===== src/rtl/phase_max_timer_if.sv =====
// Load/select/tick handshake between the priority arbiter side and the phase max-time timer.
// The master drives requests and the time base; the slave reports the countdown.
interface phase_max_timer_if #(
    parameter int WIDTH = 8
);
    logic             load;
    logic [3:0]       sel;
    logic             tick;
    logic             hold;
    logic [WIDTH-1:0] count;
    logic             busy;
    logic             expired;
    logic             sel_err;

    modport master (
        output load, sel, tick, hold,
        input  count, busy, expired, sel_err
    );

    modport slave (
        input  load, sel, tick, hold,
        output count, busy, expired, sel_err
    );
endinterface


===== src/rtl/phase_max_timer.sv =====
// Decodes a one-hot max-time select into a phase duration and counts it down on tick,
// pulsing expired at zero and sel_err on a load with a malformed select.
module phase_max_timer #(
    parameter int          WIDTH   = 8,
    parameter logic [31:0] T_EMERG = 32'd5,
    parameter logic [31:0] T_PED   = 32'd20,
    parameter logic [31:0] T_NIGHT = 32'd45,
    parameter logic [31:0] T_DAY   = 32'd30
) (
    input  logic              clk,
    input  logic              rst,
    phase_max_timer_if.slave  bus
);

    typedef enum logic [1:0] {
        IDLE = 2'd0,
        RUN  = 2'd1,
        DONE = 2'd2
    } state_t;

    localparam logic [WIDTH-1:0] ONE = WIDTH'(32'd1);

    state_t           state_q, state_d;
    logic [WIDTH-1:0] count_q, count_d;
    logic             expired_q, expired_d;
    logic             sel_err_q, sel_err_d;
    logic             sel_ok_s;
    logic [WIDTH-1:0] load_time_s;

    function automatic logic sel_onehot(input logic [3:0] s);
        return (s != 4'd0) && ((s & (s - 4'd1)) == 4'd0);
    endfunction

    // Highest set bit wins, so the decode stays well defined even if called on a bad select.
    function automatic logic [WIDTH-1:0] sel_decode(input logic [3:0] s);
        if (s[3]) begin
            return WIDTH'(T_EMERG);
        end else if (s[2]) begin
            return WIDTH'(T_PED);
        end else if (s[1]) begin
            return WIDTH'(T_NIGHT);
        end else begin
            return WIDTH'(T_DAY);
        end
    endfunction

    assign sel_ok_s    = sel_onehot(bus.sel);
    assign load_time_s = sel_decode(bus.sel);

    // Next-state, next-count and pulse generation; a valid load overrides any tick.
    always_comb begin
        state_d   = state_q;
        count_d   = count_q;
        expired_d = 1'b0;
        sel_err_d = 1'b0;
        if (bus.load) begin
            if (sel_ok_s) begin
                count_d   = load_time_s;
                state_d   = (load_time_s == '0) ? DONE : RUN;
                expired_d = (load_time_s == '0);
            end else begin
                sel_err_d = 1'b1;
            end
        end else begin
            case (state_q)
                RUN: begin
                    if (bus.tick && !bus.hold) begin
                        if (count_q <= ONE) begin
                            count_d   = '0;
                            state_d   = DONE;
                            expired_d = 1'b1;
                        end else begin
                            count_d = count_q - ONE;
                        end
                    end else begin
                        count_d = count_q;
                    end
                end
                DONE: begin
                    count_d = '0;
                end
                IDLE: begin
                    count_d = '0;
                end
                default: begin
                    state_d = IDLE;
                    count_d = '0;
                end
            endcase
        end
    end

    // State, count and pulse registers with asynchronous clear.
    always_ff @(posedge clk or posedge rst) begin
        if (rst) begin
            state_q   <= IDLE;
            count_q   <= '0;
            expired_q <= 1'b0;
            sel_err_q <= 1'b0;
        end else begin
            state_q   <= state_d;
            count_q   <= count_d;
            expired_q <= expired_d;
            sel_err_q <= sel_err_d;
        end
    end

    assign bus.count   = count_q;
    assign bus.busy    = (state_q == RUN);
    assign bus.expired = expired_q;
    assign bus.sel_err = sel_err_q;

endmodule


===== src/flat_wrapper.sv =====
// flat-port wrapper written by rule: the top's interface ports become plain ports
module phase_max_timer_flat 
#(
    parameter int          WIDTH   = 8,
    parameter logic [31:0] T_EMERG = 32'd5,
    parameter logic [31:0] T_PED   = 32'd20,
    parameter logic [31:0] T_NIGHT = 32'd45,
    parameter logic [31:0] T_DAY   = 32'd30
)
  (clk, rst, bus_load, bus_sel, bus_tick, bus_hold, bus_count, bus_busy, bus_expired, bus_sel_err);
  phase_max_timer_if #(.WIDTH(WIDTH)) bus_i ();
  input  logic clk;
  input  logic rst;
  input wire logic [$bits(bus_i.load)-1:0] bus_load;
  input wire logic [$bits(bus_i.sel)-1:0] bus_sel;
  input wire logic [$bits(bus_i.tick)-1:0] bus_tick;
  input wire logic [$bits(bus_i.hold)-1:0] bus_hold;
  output wire logic [$bits(bus_i.count)-1:0] bus_count;
  output wire logic [$bits(bus_i.busy)-1:0] bus_busy;
  output wire logic [$bits(bus_i.expired)-1:0] bus_expired;
  output wire logic [$bits(bus_i.sel_err)-1:0] bus_sel_err;
  assign bus_i.load = bus_load;
  assign bus_i.sel = bus_sel;
  assign bus_i.tick = bus_tick;
  assign bus_i.hold = bus_hold;
  assign bus_count = bus_i.count;
  assign bus_busy = bus_i.busy;
  assign bus_expired = bus_i.expired;
  assign bus_sel_err = bus_i.sel_err;
  phase_max_timer #(.WIDTH(WIDTH), .T_EMERG(T_EMERG), .T_PED(T_PED), .T_NIGHT(T_NIGHT), .T_DAY(T_DAY)) u_core (.clk(clk), .rst(rst), .bus(bus_i));
endmodule

===== config.mk =====
export PLATFORM = sky130hd
export DESIGN_NAME = phase_max_timer_flat
export DESIGN_NICKNAME = d
export VERILOG_FILES = /design/src/rtl/phase_max_timer_if.sv /design/src/rtl/phase_max_timer.sv /design/src/flat_wrapper.sv
export SDC_FILE = /design/constraint.sdc
export NUM_CORES = 1
export LEC_CHECK = 0
export CAP_MARGIN = 20
export CORE_MARGIN = 4
export CORE_UTILIZATION = 57
export CTS_BUF_LIST = sky130_fd_sc_hd__clkbuf_8
export DETAILED_ROUTE_END_ITERATION = 10
export DONT_BUFFER_PORTS = 1
export HOLD_SLACK_MARGIN = 0.05
export PLACE_DENSITY = 0.86
export SKIP_CTS_REPAIR_TIMING = 1
export SYNTH_ARGS = -nofsm -noshare
export SYNTH_HDL_FRONTEND = slang
export SYNTH_SLANG_ARGS = --single-unit

===== constraint.sdc =====
create_clock -name clk -period 1.65 [get_ports clk]
set_input_delay 0.33 -clock clk [delete_from_list [all_inputs] [get_ports clk]]
set_output_delay 0.33 -clock clk [all_outputs]
set_load 0.01 [all_outputs]

# ---- Word level (Yosys, flattened, before mapping)
# Index checks and enable logic that the tools add are counted.
dict set report op_classes {
  bitwise_logic 1
  eq_ne 6
  add_sub_neg 2
  order_cmp 1
  reduce_logical 10
  n_mux 21
}
# cell n
set op_table {}
lappend op_table {{$mux W8} 7}
lappend op_table {{$mux W2} 5}
lappend op_table {{$le A8 B1 Y1 const B} 1}
lappend op_table {{$logic_not A8 Y1} 1}
lappend op_table {{$sub A8 B1 Y8 const B} 1}
lappend op_table {{$mux W1} 7}
lappend op_table {{$mux W6} 1}
lappend op_table {{$ne A3 B2 Y1 const B} 2}
lappend op_table {{$and A4 B4 Y4} 1}
lappend op_table {{$logic_not A4 Y1} 1}
lappend op_table {{$ne A2 B1 Y1 const B} 2}
lappend op_table {{$pmux W2 S2} 1}
lappend op_table {{$reduce_and A4 Y1} 1}
lappend op_table {{$reduce_bool A4 Y1} 1}
lappend op_table {{$sub A4 B1 Y4 const B} 1}
lappend op_table {{$eq A2 B1 Y1 const B} 1}
lappend op_table {{$eq A2 B2 Y1 const B} 1}
lappend op_table {{$logic_and A1 B1 Y1} 2}
lappend op_table {{$logic_not A2 Y1} 1}
lappend op_table {{$reduce_and A2 Y1} 1}
lappend op_table {{$reduce_or A2 Y1} 1}
lappend op_table {{$logic_not A1 Y1} 1}
dict set report word_totals {
  register_bits 12
  out_inout_bits 11
  inputBits 9
}

# ---- Logic depth before layout (Yosys ltp)
dict set report logic_depth {
  depth_word 7
  mapped_depth 7
  ltp_nobuf 7
}

# ---- Worst setup path before layout
# No wires, ideal clock.
dict set report synth_timing {
  path_type {register to register}
  startpoint {reg u_core.count_q[4], in the netlist u_core.bus.count[4]}
  endpoint {reg u_core.count_q[2], in the netlist u_core.bus.count[2]}
  stages_incl_launch_ff 6
  setup_slack_ns -0.027
  path_buffers 0
  synth_period_minus_slack_ns 1.677
  t_required_ns 1.529
  arrival_time_ns 1.556
  path_cell_list {dfrtp_1 -> or3_4 -> or3_4 -> a21oi_2 -> nor2_1 -> o22a_1}
}
dict set report synth_via {
  elab_chain_len 5
}
# item line
set synth_rtl {}
lappend synth_rtl {{from (decl)} phase_max_timer.sv:24} ;# logic [WIDTH-1:0] count_q, count_d;
lappend synth_rtl {{from (signal assigned)} phase_max_timer.sv:102} ;# count_q <= count_d;
lappend synth_rtl {{$le A8 B1 Y1} phase_max_timer.sv:68} ;# if (count_q <= ONE) begin
lappend synth_rtl {{$mux W8} phase_max_timer.sv:68}
lappend synth_rtl {{$mux W8} phase_max_timer.sv:67} ;# if (bus.tick && !bus.hold) begin
lappend synth_rtl {{$mux W8} phase_max_timer.sv:65} ;# case (state_q)
lappend synth_rtl {{$mux W8} phase_max_timer.sv:56} ;# if (bus.load) begin
# No other way between the ends. The select of a mux whose other input is x is not followed.
# A chain may end at the register's enable or synchronous reset.

# ---- Final worst setup path
dict set report layout_timing {
  startpoint {reg u_core.count_q[0], in the netlist u_core.bus.count[0]}
  endpoint {reg u_core.count_q[5], in the netlist u_core.bus.count[5]}
}
dict set report layout_via {
  elab_chain_len 5
  word_cells_on_any_way 6
}
# item line
set layout_rtl {}
lappend layout_rtl {{$sub A8 B1 Y8 or $le A8 B1 Y1 (tied branches)} {phase_max_timer.sv:73, phase_max_timer.sv:68}}
lappend layout_rtl {{$mux W8 (*)} phase_max_timer.sv:68}
lappend layout_rtl {{$mux W8 (*)} phase_max_timer.sv:67}
lappend layout_rtl {{$mux W8 (*)} phase_max_timer.sv:65}
lappend layout_rtl {{$mux W8 (*)} phase_max_timer.sv:56}
# Mark *: on every way between the ends. The rest lies on a longest branch, timed or not. The select of a mux whose other input is x is not followed.

==> flow_summary_export.csv <==
group,metric,value,unit
run_status,status,"finished, violations left",
run_status,violations,"negative setup slack",
timing,period_needed,1.83,ns
clock_network,insertion_delay,0.24,ns
critical_path,path_cells,"buf_4 > nor4_1 > buf_4 > a21oi_1 > o21ai_0 > o21ai_1",
critical_path,cp_top_family,"compound AO/OA/AOI/OAI gates",
drt,first_iter_violations,66,
layout,final_cell_count_no_fill,121,
timing,final.setup_skew,0.00479,ns
timing,final-hold-violation-count,0,
critical_path,endpoint_kind,"flip-flop",
timing,grt_setup_unrepaired,"yes",
drt,wl_met1,1000,um
synth,synth_flop_cell,"dfrtp_1",
critical_path,max_stage_delay,0.43,ns
synth,ys_types,31,
flow_run,cap_violations,0,
clock_network,cts_tree,"built",
clock_network,clk_pin_slew,0.06,ns
timing,post-route-period-util,111,%
critical_path,required,1.75,ns
drt,dr_wl_met3,271,um
placement,portBuffers,0,
layout,antennaDiodeCount,0,
die,fp.dieW,44.2,um
drt,avgRoutedWirePerCell,21.7,um
synth,avgSynthCellArea,8.67,um2
die,ios,20,
drt,drcViolationCount,0,
timing,setup_ws,-0.175,ns
global_route,grt_pass1_vias,797,
layout,layout-drive-gt1-share,35.5,%
drt,wl,2630,um
pwr,vdd.ir_drop.worst,1100,uV
drt,top_layer,"met4",
critical_path,path_buf_inv,2,
drt,vias,845,
pwr,p_comb_share,49.6,%
drt,via_per_inst,6.98,
die,die_y,44.2,um
placement,gp_congestion,0.935,
timing,tightest_slew,0.486,ns
clock_network,htreeDepth,1,
pwr,p_per_area,1380,nW/um2
pwr,finalPower,1.42,mW
global_route,grt_antenna_before_repair,0,
drt,drt_first_pass_iters,4,
timing,maxSlewViolCount,0,
global_route,grt_max_degree,13,
critical_path,cp-start-kind,"flip-flop",
placement,hpwl,1530,um
synth,synth.yosys.seq_area_share,40.3,%
synth,synth-edff-count,0,
placement,placedCellCount,113,
critical_path,cp_slowest_cell,"nor4_1",
layout,area_growth,38.4,%
critical_path,critPathMaxFanout,5,
clock_network,clk_path_buf_depth,2,
timing,finalSetupTns,-0.560,ns
clock_network,numCtsBuffers,3,
pwr,power.leakage,0.451,nW
timing,slew_headroom,67.6,%
pwr,swShare,39.5,%
critical_path,path_class,"flip-flop to flip-flop",
die,fp-row-count,12,
die,dieArea,1950,um2
drt,ant_nets,0,
timing,fmax,548,MHz
synth,synth_nets,97,
synth,yosys_register_bits,12,
pwr,internal_power,861,uW
clock_network,cts_sinks,12,
critical_path,cp.arrival,1.93,ns
global_route,grt_pass1_wl,3560,um
clock_network,ctsRootBufferMaster,"clkbuf_8",
synth,syn_inst,86,
timing,setup_viol,8,
global_route,grt-ovfl-total,0,
layout,final_cell_mix,"buf_4, dfrtp_1, nor2_1, o21ai_1, inv_1",
synth,netlist_area,746,um2
pwr,clock_power_share,23.1,%
layout,finalNetCount,119,
pwr,power_switching,562,uW
pwr,p_seq_share,27.4,%
synth,async_flop_share,100,%
die,start_util,63.7,%
drt,routed-wl-met2,1280,um
critical_path,path_common_cell,"buf_4",
global_route,track_usage,25.3,%
layout,final_common_cell,"buf_4",
synth,yosysWarnings,0,
worst_hold_path,hold_class,"input port to flip-flop",
die,core,1170,um2
critical_path,r2r_slack,-0.18,ns
==> through the flow <==
stage	instance area [um2]	setup WS (ns)	util (%)	hold WS [ns]
2_1_floorplan	747	-0.0101	-	0.195
3_3_place_gp	865	0.0432	73.8	0.245
3_5_place_dp	865	-0.0690	73.8	0.257
4_1_cts	920	-0.113	78.5	0.00438
5_1_grt	1030	-0.220	88.1	0.185
6_report	1030	-0.175	88.1	0.178
==> kinds of logic after synthesis <==
group,after synthesis,synth area share [%]
mux,1,1.34
compound gates,32,27.2
simple gates,30,22.5
buf+inv,8,4.19
xor+xnor,1,1.17
fa+ha+maj,2,3.36
flops,12,40.3
==> per-layer routing <==
metal	global-route usage, %	vias up
met5	0	-
met4	17.5	0
met3	6.50	10
met2	41.0	60
met1	28.7	417
li1	-	358
==> flip-flops by register name, indices dropped and copies added, names as in the netlist <==
name	flops
u_core.bus.count	8
u_core.state_q	2
u_core.bus.expired	1
u_core.bus.sel_err	1
==> synthesized netlist by cell type (2+ instances only) <==
library cell  instances  area share (%)
dfrtp_1              12              40
or3_4                 3             4.5
nor3_1                5             3.4
o22ai_1               2             1.7
nand2_1               6             3.0
ha_1                  2             3.4
inv_1                 7             3.5
nor2_1                9             4.5
o21ai_1               7             4.7
o21ai_0               6             4.0
a21oi_1               7             4.7
==> final cells by class <==
cell class | count | area [um2]
clock buffer | 4 | 55.1
fill | 61 | 139
inverter | 7 | 26.3
multi-input combinational | 66 | 487
sequential | 12 | 302
tap | 14 | 17.5
timing repair buffer | 18 | 145
==> worst register-to-register path, delay by kind of cell (launching register included) <==
| family | cells | cell delay [ns] |
|---|---|---|
| AND/OR/NAND/NOR | 1 | 0.43 |
| flip-flops | 1 | 0.40 |
| buffers and inverters | 2 | 0.40 |
| AO/OA/AOI/OAI | 3 | 0.45 |
==> path summary, 6_finish.rpt <==
check,from,to,depth (start not counted)
setup reg to reg,u_core.bus.count[0],u_core.bus.count[5],6
setup / recovery,u_core.bus.count[0],u_core.bus.count[5],6
hold reg to reg,u_core.state_q[0],u_core.state_q[0],2
min in group asynchronous,rst,u_core.bus.expired,2
hold / removal,bus_load,u_core.state_q[1],1
max in group asynchronous,rst,u_core.bus.count[4],2
==> power by group through the flow <==
stage	Sequential (mW)	Clock, mW	Combinational [mW]
final	0.390	0.328	0.705
after global routing	0.398	0.335	0.754
after CTS	0.386	0.320	0.535
after detailed placement	0.389	0	0.517
after global placement	0.387	0	0.487
after floorplan	0.431	0	0.289
No activity file was read; power rests on OpenSTA's default activity.
